--- config.mk ---
export PLATFORM = sky130hd
export DESIGN_NAME = watch_time_ctrl
export DESIGN_NICKNAME = d
export VERILOG_FILES = /design/src/rtl/watch_pkg.sv /design/src/rtl/btn_debounce.sv /design/src/rtl/watch_time_ctrl.sv
export SDC_FILE = /design/constraint.sdc
export NUM_CORES = 1
export LEC_CHECK = 0
export BUFFER_PORTS_ARGS = -buffer_cell sky130_fd_sc_hd__buf_2
export CAP_MARGIN = 20
export CORE_MARGIN = 2
export CORE_UTILIZATION = 41
export CTS_CLUSTER_SIZE = 30
export DETAILED_ROUTE_END_ITERATION = 8
export SETUP_SLACK_MARGIN = 0.5
export SKIP_CTS_REPAIR_TIMING = 1
export SYNTH_ARGS = -nofsm -noshare
export SYNTH_HDL_FRONTEND = slang
export SYNTH_HIERARCHICAL = 1
export SYNTH_SLANG_ARGS = --single-unit
--- constraint.sdc ---
create_clock -name clk32k_i -period 2.22 [get_ports clk32k_i]
set_clock_uncertainty 0.15 [all_clocks]
set_input_delay 0.222 -clock clk32k_i [delete_from_list [all_inputs] [get_ports clk32k_i]]
set_output_delay 0.222 -clock clk32k_i [all_outputs]
set_load 0.005 [all_outputs]
--- src/rtl/watch_pkg.sv ---
// Shared definitions for the watch timekeeping controller: mode encodings and
// seconds-counter limits.
package watch_pkg;

    // Controller modes; the encoding is also the value driven on mode_o.
    typedef enum logic [1:0] {
        MODE_RUN    = 2'b00,
        MODE_SET_HH = 2'b01,
        MODE_SET_MM = 2'b10
    } mode_e;

    // Last valid seconds value before the minute rolls over.
    localparam logic [5:0] SEC_MAX = 6'd59;

    // Next seconds value with wrap at SEC_MAX; the >= also pulls any out-of-range
    // value straight back to 0 so sec can never run past 59.
    function automatic logic [5:0] sec_next(input logic [5:0] sec);
        return (sec >= SEC_MAX) ? 6'd0 : sec + 6'd1;
    endfunction

endpackage

--- src/rtl/btn_debounce.sv ---
// Push-button conditioner: two-flop synchroniser, level filter that accepts a
// new level only after it has been seen for DEB_CYC consecutive cycles, and a
// single-cycle press pulse on each accepted released->pressed transition.
module btn_debounce #(
    parameter int unsigned DEB_CYC = 655
) (
    input  logic clk_i,
    input  logic rst_i,
    input  logic btn_i,
    output logic press_o
);

    // Counter only needs to reach DEB_CYC-1; the DEB_CYC-th differing cycle accepts.
    localparam int unsigned CW = (DEB_CYC > 1) ? $clog2(DEB_CYC) : 1;
    localparam logic [CW-1:0] CNT_LAST = CW'(DEB_CYC - 1);

    logic          r_sync1;
    logic          r_sync2;
    logic          r_level;
    logic          r_press;
    logic [CW-1:0] r_cnt;

    logic          w_differ;
    logic          w_accept;

    // Raw button is asynchronous: bring it into the clock domain first.
    always_ff @(posedge clk_i or posedge rst_i) begin
        if (rst_i) begin
            r_sync1 <= 1'b0;
            r_sync2 <= 1'b0;
        end else begin
            r_sync1 <= btn_i;
            r_sync2 <= r_sync1;
        end
    end

    // Accept decision: synchronised level has disagreed long enough.
    always_comb begin
        w_differ = (r_sync2 != r_level);
        w_accept = w_differ && (r_cnt == CNT_LAST);
    end

    // Filter counter, accepted level and registered press pulse.
    always_ff @(posedge clk_i or posedge rst_i) begin
        if (rst_i) begin
            r_cnt   <= '0;
            r_level <= 1'b0;
            r_press <= 1'b0;
        end else begin
            // Any cycle of agreement restarts the run, so bounces never accumulate.
            if (!w_differ || w_accept) begin
                r_cnt <= '0;
            end else begin
                r_cnt <= r_cnt + 1'b1;
            end
            if (w_accept) begin
                r_level <= r_sync2;
            end
            // Only the pressed edge pulses; release is silent and holding never repeats.
            r_press <= w_accept && r_sync2;
        end
    end

    assign press_o = r_press;

endmodule

--- src/rtl/watch_time_ctrl.sv ---
// Watch timekeeping and time-set controller. Divides the crystal to a 1 Hz
// tick, keeps seconds, and issues registered single-cycle increment enables to
// the external minute and hour counters. Mode/inc buttons step the
// RUN -> SET_HH -> SET_MM -> RUN sequence; blink flags blank the digits being set.
module watch_time_ctrl
    import watch_pkg::*;
#(
    parameter int unsigned CLK_HZ  = 32768,
    parameter int unsigned DEB_CYC = 655
) (
    input  logic       clk32k_i,
    input  logic       rst_i,
    input  logic       btn_mode_i,
    input  logic       btn_inc_i,
    input  logic       mm_last_i,
    output logic       sec_tick_o,
    output logic       mm_inc_o,
    output logic       hh_inc_o,
    output logic       sec_clr_o,
    output logic [1:0] mode_o,
    output logic       blink_hh_o,
    output logic       blink_mm_o
);

    localparam int unsigned PW = $clog2(CLK_HZ);
    localparam logic [PW-1:0] PRE_LAST = PW'(CLK_HZ - 1);
    localparam logic [PW-1:0] PRE_HALF = PW'(CLK_HZ / 2);

    // Conditioned button presses.
    logic          w_mode_press;
    logic          w_inc_press;

    // State and counters.
    mode_e         r_state;
    mode_e         w_state_d;
    logic [PW-1:0] r_presc;
    logic [PW-1:0] w_presc_d;
    logic [5:0]    r_sec;
    logic [5:0]    w_sec_d;

    // Registered outputs and their next values.
    logic          r_sec_tick;
    logic          r_mm_inc;
    logic          r_hh_inc;
    logic          r_sec_clr;
    logic          r_blink_hh;
    logic          r_blink_mm;
    logic          w_sec_tick_d;
    logic          w_mm_inc_d;
    logic          w_hh_inc_d;
    logic          w_sec_clr_d;
    logic          w_blink_hh_d;
    logic          w_blink_mm_d;

    logic          w_tick;

    btn_debounce #(
        .DEB_CYC (DEB_CYC)
    ) u_deb_mode (
        .clk_i   (clk32k_i),
        .rst_i   (rst_i),
        .btn_i   (btn_mode_i),
        .press_o (w_mode_press)
    );

    btn_debounce #(
        .DEB_CYC (DEB_CYC)
    ) u_deb_inc (
        .clk_i   (clk32k_i),
        .rst_i   (rst_i),
        .btn_i   (btn_inc_i),
        .press_o (w_inc_press)
    );

    // One-second tick at the prescaler terminal count.
    always_comb begin
        w_tick = (r_presc == PRE_LAST);
    end

    // Next-state, counter and output-pulse decode for the mode FSM.
    always_comb begin
        w_state_d    = r_state;
        w_presc_d    = w_tick ? '0 : r_presc + 1'b1;
        w_sec_d      = r_sec;
        w_sec_tick_d = 1'b0;
        w_mm_inc_d   = 1'b0;
        w_hh_inc_d   = 1'b0;
        w_sec_clr_d  = 1'b0;

        case (r_state)
            MODE_RUN: begin
                // Inc presses are ignored while running.
                if (w_mode_press) begin
                    w_state_d = MODE_SET_HH;
                end
                if (w_tick) begin
                    w_sec_tick_d = 1'b1;
                    w_sec_d      = sec_next(r_sec);
                    if (r_sec >= SEC_MAX) begin
                        w_mm_inc_d = 1'b1;
                        w_hh_inc_d = mm_last_i;
                    end
                end
            end
            MODE_SET_HH: begin
                // Mode wins over a coincident inc; ticks are ignored, sec frozen.
                if (w_mode_press) begin
                    w_state_d = MODE_SET_MM;
                end else if (w_inc_press) begin
                    w_hh_inc_d = 1'b1;
                end
            end
            MODE_SET_MM: begin
                // Minute setting never carries into hours.
                if (w_mode_press) begin
                    w_state_d   = MODE_RUN;
                    w_sec_d     = 6'd0;
                    w_presc_d   = '0;
                    w_sec_clr_d = 1'b1;
                end else if (w_inc_press) begin
                    w_mm_inc_d = 1'b1;
                end
            end
            default: begin
                w_state_d = MODE_RUN;
            end
        endcase

        // Blink from next-state values so the registered flags line up with
        // the state and prescaler they describe.
        w_blink_hh_d = (w_state_d == MODE_SET_HH) && (w_presc_d >= PRE_HALF);
        w_blink_mm_d = (w_state_d == MODE_SET_MM) && (w_presc_d >= PRE_HALF);
    end

    // FSM state, prescaler and seconds registers.
    always_ff @(posedge clk32k_i or posedge rst_i) begin
        if (rst_i) begin
            r_state <= MODE_RUN;
            r_presc <= '0;
            r_sec   <= 6'd0;
        end else begin
            r_state <= w_state_d;
            r_presc <= w_presc_d;
            r_sec   <= w_sec_d;
        end
    end

    // Output registers: every action appears the cycle after its cause.
    always_ff @(posedge clk32k_i or posedge rst_i) begin
        if (rst_i) begin
            r_sec_tick <= 1'b0;
            r_mm_inc   <= 1'b0;
            r_hh_inc   <= 1'b0;
            r_sec_clr  <= 1'b0;
            r_blink_hh <= 1'b0;
            r_blink_mm <= 1'b0;
        end else begin
            r_sec_tick <= w_sec_tick_d;
            r_mm_inc   <= w_mm_inc_d;
            r_hh_inc   <= w_hh_inc_d;
            r_sec_clr  <= w_sec_clr_d;
            r_blink_hh <= w_blink_hh_d;
            r_blink_mm <= w_blink_mm_d;
        end
    end

    assign sec_tick_o = r_sec_tick;
    assign mm_inc_o   = r_mm_inc;
    assign hh_inc_o   = r_hh_inc;
    assign sec_clr_o  = r_sec_clr;
    assign mode_o     = r_state;
    assign blink_hh_o = r_blink_hh;
    assign blink_mm_o = r_blink_mm;

endmodule
==> flow_summary.html <==
<table>
<tr><th>Metric</th><th>Value</th></tr>
<tr><th colspan="2">Status</th></tr>
<tr><td>Outcome</td><td>complete, no violations</td></tr>
<tr><th colspan="2">Clock network</th></tr>
<tr><td>Maximum level of the CTS H-tree</td><td>3</td></tr>
<tr><td>TritonCTS Buffers</td><td>9</td></tr>
<tr><td>Clock-pin transition on the worst setup and hold timing paths</td><td>0.06 ns</td></tr>
<tr><td>Clock tree from TritonCTS</td><td>built</td></tr>
<tr><td>Clock root buffer</td><td>sky130_fd_sc_hd__clkbuf_8</td></tr>
<tr><td>Clock sink count</td><td>57</td></tr>
<tr><td>Worst-case clock buffer depth</td><td>2</td></tr>
<tr><td>Skew-Pair Late Insertion Delay</td><td>0.33 ns</td></tr>
<tr><th colspan="2">Final layout</th></tr>
<tr><td>Final Core Density</td><td>50.1%</td></tr>
<tr><td>Fillcell total</td><td>600</td></tr>
<tr><td>Synth-to-Final Area Change</td><td>18.2%</td></tr>
<tr><td>Antenna diode count</td><td>0</td></tr>
<tr><td>Share of cells above drive strength 1</td><td>23.2%</td></tr>
<tr><td>NumNets Final</td><td>297</td></tr>
<tr><th colspan="2">Detailed routing</th></tr>
<tr><td>Number of remaining DRC errors</td><td>0</td></tr>
<tr><td>DR vias</td><td>1935</td></tr>
<tr><td>Detailed Route Iter0 Violations</td><td>82</td></tr>
<tr><td>Routed via count divided by cell count</td><td>5.29</td></tr>
<tr><td>DR WL/cell</td><td>14.0 um</td></tr>
<tr><td>Total wire length</td><td>5.14 mm</td></tr>
<tr><td>DR pass1 iterations</td><td>4</td></tr>
<tr><td>Final antenna-violating net count</td><td>0</td></tr>
<tr><th colspan="2">Timing</th></tr>
<tr><td>Worst Slack Setup Final</td><td>0.350 ns</td></tr>
<tr><td>Count of pins over their slew limit</td><td>0</td></tr>
<tr><td>TNS Setup</td><td>0 ns</td></tr>
<tr><td>Period Utilization, post-route</td><td>84.2%</td></tr>
<tr><td>Total setup violations reported at the end of the flow</td><td>0</td></tr>
<tr><td>Worst-margin pin slew</td><td>0.536 ns</td></tr>
<tr><td>Final critical path time including I/O delays and setup</td><td>1.87 ns</td></tr>
<tr><td>Worst Hold Margin</td><td>0.140 ns</td></tr>
<tr><td>Setup repair after global routing missed its margin</td><td>yes</td></tr>
<tr><td>Count of endpoints failing hold in the final timing report</td><td>0</td></tr>
<tr><td>Normalized max-slew margin</td><td>64.2%</td></tr>
<tr><td>Max Freq</td><td>0.535 GHz</td></tr>
<tr><th colspan="2">Logic synthesis</th></tr>
<tr><td>Syn Area/Cell</td><td>10.6 um^2</td></tr>
<tr><td>Share of synthesized area occupied by flip-flops and latches</td><td>53.3%</td></tr>
<tr><td>Number of nets in the synthesized netlist</td><td>264</td></tr>
<tr><td>Cell accounting for the most synthesized area</td><td>sky130_fd_sc_hd__dfrtp_1</td></tr>
<tr><td>Syn Inst Count</td><td>253</td></tr>
<tr><td>Most area-consuming cells after synthesis</td><td>sky130_fd_sc_hd__dfrtp_1, sky130_fd_sc_hd__nor2_1, sky130_fd_sc_hd__xor2_1, sky130_fd_sc_hd__xnor2_1, sky130_fd_sc_hd__nand3_1</td></tr>
<tr><td>Total standard cell area after synthesis</td><td>0.00268 mm^2</td></tr>
<tr><td>Share of the synthesized area in the top cell type</td><td>53.3%</td></tr>
<tr><td>Number of synthesized register bits</td><td>57</td></tr>
<tr><td>Number of synthesis warnings</td><td>6</td></tr>
<tr><td>Post-synth cell types</td><td>41</td></tr>
<tr><th colspan="2">Global route</th></tr>
<tr><td>GRT Total Usage</td><td>14.7%</td></tr>
<tr><td>Number of global-route vias before repair</td><td>1786</td></tr>
<tr><td>Antenna violations before repair</td><td>0</td></tr>
<tr><td>Pin count of the biggest net entering global routing</td><td>30</td></tr>
<tr><td>Wire length of the first global-routing pass</td><td>8.26 mm</td></tr>
<tr><td>Global route total overflow</td><td>0</td></tr>
<tr><th colspan="2">Die</th></tr>
<tr><td>Number of top-level pins</td><td>13</td></tr>
<tr><td>Die area</td><td>0.00719 mm^2</td></tr>
<tr><td>Area inside the core boundary</td><td>0.00631 mm^2</td></tr>
<tr><td>Die span in y</td><td>84.8 um</td></tr>
<tr><td>Die X-Extent</td><td>84.8 um</td></tr>
<tr><td>Initial Utilization</td><td>42.4%</td></tr>
<tr><td>Site row count</td><td>29</td></tr>
<tr><th colspan="2">Power and ir drop</th></tr>
<tr><td>Clock share of power</td><td>42.6%</td></tr>
<tr><td>Internal power consumption</td><td>1.53 mW</td></tr>
<tr><td>Pwr per Cell Area</td><td>617 mW/mm^2</td></tr>
<tr><td>Switching power as a share of total power</td><td>21.7%</td></tr>
<tr><td>Seq pwr share</td><td>54.6%</td></tr>
<tr><td>Net Sw Power</td><td>424 uW</td></tr>
<tr><td>Share of total power in combinational logic</td><td>2.8%</td></tr>
<tr><td>Max VDD drop</td><td>343 uV</td></tr>
<tr><td>Leakage power summed over all cells</td><td>1.44 nW</td></tr>
<tr><td>Power Total</td><td>1.95 mW</td></tr>
<tr><th colspan="2">Critical path</th></tr>
<tr><td>Crit path capture type</td><td>flop</td></tr>
<tr><td>Critical Path Max Stage Delay</td><td>0.59 ns</td></tr>
<tr><td>Combined buffer and inverter count along the critical path</td><td>0</td></tr>
<tr><td>WP data arrival</td><td>1.94 ns</td></tr>
<tr><td>Critical-path cell with the highest stage delay</td><td>sky130_fd_sc_hd__or4_4</td></tr>
<tr><td>Top Family by Delay on Critical Path</td><td>simple AND/OR/NAND/NOR gates</td></tr>
<tr><td>Worst setup path class</td><td>reg -&gt; reg</td></tr>
<tr><td>Cell-by-cell trace of the critical path</td><td>nand4bb_4 -&gt; or4_4 -&gt; a22o_1 -&gt; a21o_1</td></tr>
<tr><td>Data required time of the worst path</td><td>2.29 ns</td></tr>
<tr><td>Startpoint type of the worst setup path</td><td>flop</td></tr>
<tr><td>Reg2Reg Setup Slack</td><td>0.35 ns</td></tr>
<tr><td>Maximum fanout along the worst path</td><td>5</td></tr>
<tr><th colspan="2">Flow run</th></tr>
<tr><td>Max_cap viols</td><td>0</td></tr>
<tr><th colspan="2">Placed design</th></tr>
<tr><td>Placer's final routability congestion estimate</td><td>0.802</td></tr>
<tr><td>Post-placement worst setup slack</td><td>0.284 ns</td></tr>
<tr><td>HPWL after detailed placement</td><td>3.29 mm</td></tr>
<tr><td>Port buffer count</td><td>12</td></tr>
<tr><th colspan="2">Min path</th></tr>
<tr><td>Worst min-delay path category</td><td>in -&gt; reg</td></tr>
</table>
-- cells in the mapped netlist, drive strengths merged --
cell type and number:
a211oi 1, a21o 2, a21oi 12, a22o 2
a32oi 1, a41o 2, and2 4, and3 1
and4 5, buf 6, clkbuf 2, dfrtp 57
ha 6, inv 13, mux2 2, nand2 10
nand2b 1, nand3 17, nand3b 2, nand4 14
nand4bb 1, nor2 32, nor2b 2, nor3 2
nor3b 3, nor4 3, o2111ai 1, o21ai 11
o22a 1, o31ai 2, o32a 1, or2 1
or3 8, or4 3, xnor2 10, xor2 12
-- worst paths after layout --
check / startpoint / endpoint / depth (start not counted)
setup / recovery: mode_o[1] / r_sec[4] / 4
hold reg to reg: u_deb_inc/r_sync1 / u_deb_inc/r_sync2 / 0
max in group asynchronous: rst_i / u_deb_mode/r_level / 3
setup reg to reg: mode_o[1] / r_sec[4] / 4
min in group asynchronous: rst_i / u_deb_inc/press_o / 3
hold / removal: mm_last_i / hh_inc_o / 4
-- per-layer routing --
| layer | global-route usage [%] | up-vias | wire length (um) |
|---|---|---|---|
| met5 | 0 | - | 0 |
| li1 | - | 962 | - |
| met4 | 8.23 | 0 | 87 |
| met3 | 4.23 | 8 | 247 |
| met2 | 20.8 | 43 | 2320 |
| met1 | 20.1 | 922 | 2480 |
-- worst min-delay path, stage by stage --
cell and delay, ns:
sky130_fd_sc_hd__buf_2 0.10, sky130_fd_sc_hd__nor3b_1 0.14, sky130_fd_sc_hd__nand2_2 0.07, sky130_fd_sc_hd__a21oi_2 0.05
-- cell families after synthesis --
kind of cell / Yosys count / share of synthesized area (%)
and+or+nand+nor: 109 / 23.0
DFF: 57 / 53.3
AOI/OAI and AO/OA: 36 / 8.93
xor gates and xnor gates: 22 / 7.20
buffers and inverters: 21 / 3.93
adders and majority gates: 6 / 2.81
muxes: 2 / 0.842
-- per-stage QoR --
step | instances | cell area (um^2)
3_5_place_dp | 337 | 2810
4_1_cts | 351 | 2970
6_report | 366 | 3160
3_3_place_gp | 337 | 2810
5_1_grt | 366 | 3160
2_1_floorplan | 253 | 2700
-- power groups by stage --
stage / registers, mW / logic [mW] / clock network, mW
detailed placement: 1.08 / 0.0526 / 0
CTS: 1.06 / 0.0528 / 0.856
global route: 1.07 / 0.0653 / 0.914
finish: 1.06 / 0.0552 / 0.831
global placement: 1.08 / 0.0523 / 0
floorplan: 1.08 / 0.0407 / 0
-- area by class of cell --
| class | instances | area [um^2] | area share (%) |
|---|---|---|---|
| flip-flops and latches | 57 | 1430 | 45.3 |
| multi-input cells | 177 | 1240 | 39.1 |
| repair buffers | 28 | 188 | 5.93 |
| clock buffers | 14 | 163 | 5.14 |
| well taps | 77 | 96.3 | 3.05 |
| inverters | 13 | 48.8 | 1.54 |
-- layout by cell type, fill, tap and decap left out, types with 2 or more instances in the layout --
cell,Yosys,layout
sky130_fd_sc_hd__a21o_1,2,2
sky130_fd_sc_hd__a21oi_1,10,9
sky130_fd_sc_hd__a21oi_2,2,3
sky130_fd_sc_hd__a22o_1,2,2
sky130_fd_sc_hd__a41o_2,0,2
sky130_fd_sc_hd__and2_1,4,4
sky130_fd_sc_hd__and4_1,4,4
sky130_fd_sc_hd__buf_2,3,12
sky130_fd_sc_hd__buf_4,0,13
sky130_fd_sc_hd__clkbuf_1,2,3
sky130_fd_sc_hd__clkbuf_8,0,11
sky130_fd_sc_hd__dfrtp_1,57,53
sky130_fd_sc_hd__dfrtp_2,0,4
sky130_fd_sc_hd__dlygate4sd3_1,0,3
sky130_fd_sc_hd__ha_1,6,5
sky130_fd_sc_hd__inv_1,13,12
sky130_fd_sc_hd__mux2_2,2,2
sky130_fd_sc_hd__nand2_1,10,9
sky130_fd_sc_hd__nand3_1,17,17
sky130_fd_sc_hd__nand3b_1,2,2
sky130_fd_sc_hd__nand4_1,11,11
sky130_fd_sc_hd__nand4_2,3,2
sky130_fd_sc_hd__nor2_1,32,32
sky130_fd_sc_hd__nor2b_1,2,2
sky130_fd_sc_hd__nor3b_1,3,3
sky130_fd_sc_hd__nor4_1,3,2
sky130_fd_sc_hd__o21ai_0,11,9
sky130_fd_sc_hd__o21ai_1,0,2
sky130_fd_sc_hd__o31ai_1,2,2
sky130_fd_sc_hd__or3_1,6,6
sky130_fd_sc_hd__or3_2,2,2
sky130_fd_sc_hd__or4_4,3,4
sky130_fd_sc_hd__xnor2_1,10,10
sky130_fd_sc_hd__xor2_1,12,12
-- registers in the layout, indices dropped and copies added, names as in the netlist, 2 cells and up --
name,cells
r_presc,15
u_deb_mode/r_cnt,10
r_sec,6
mode_o,2
u_deb_inc/r_cnt,10
Note: power is estimated with default switching activity, not from simulation.
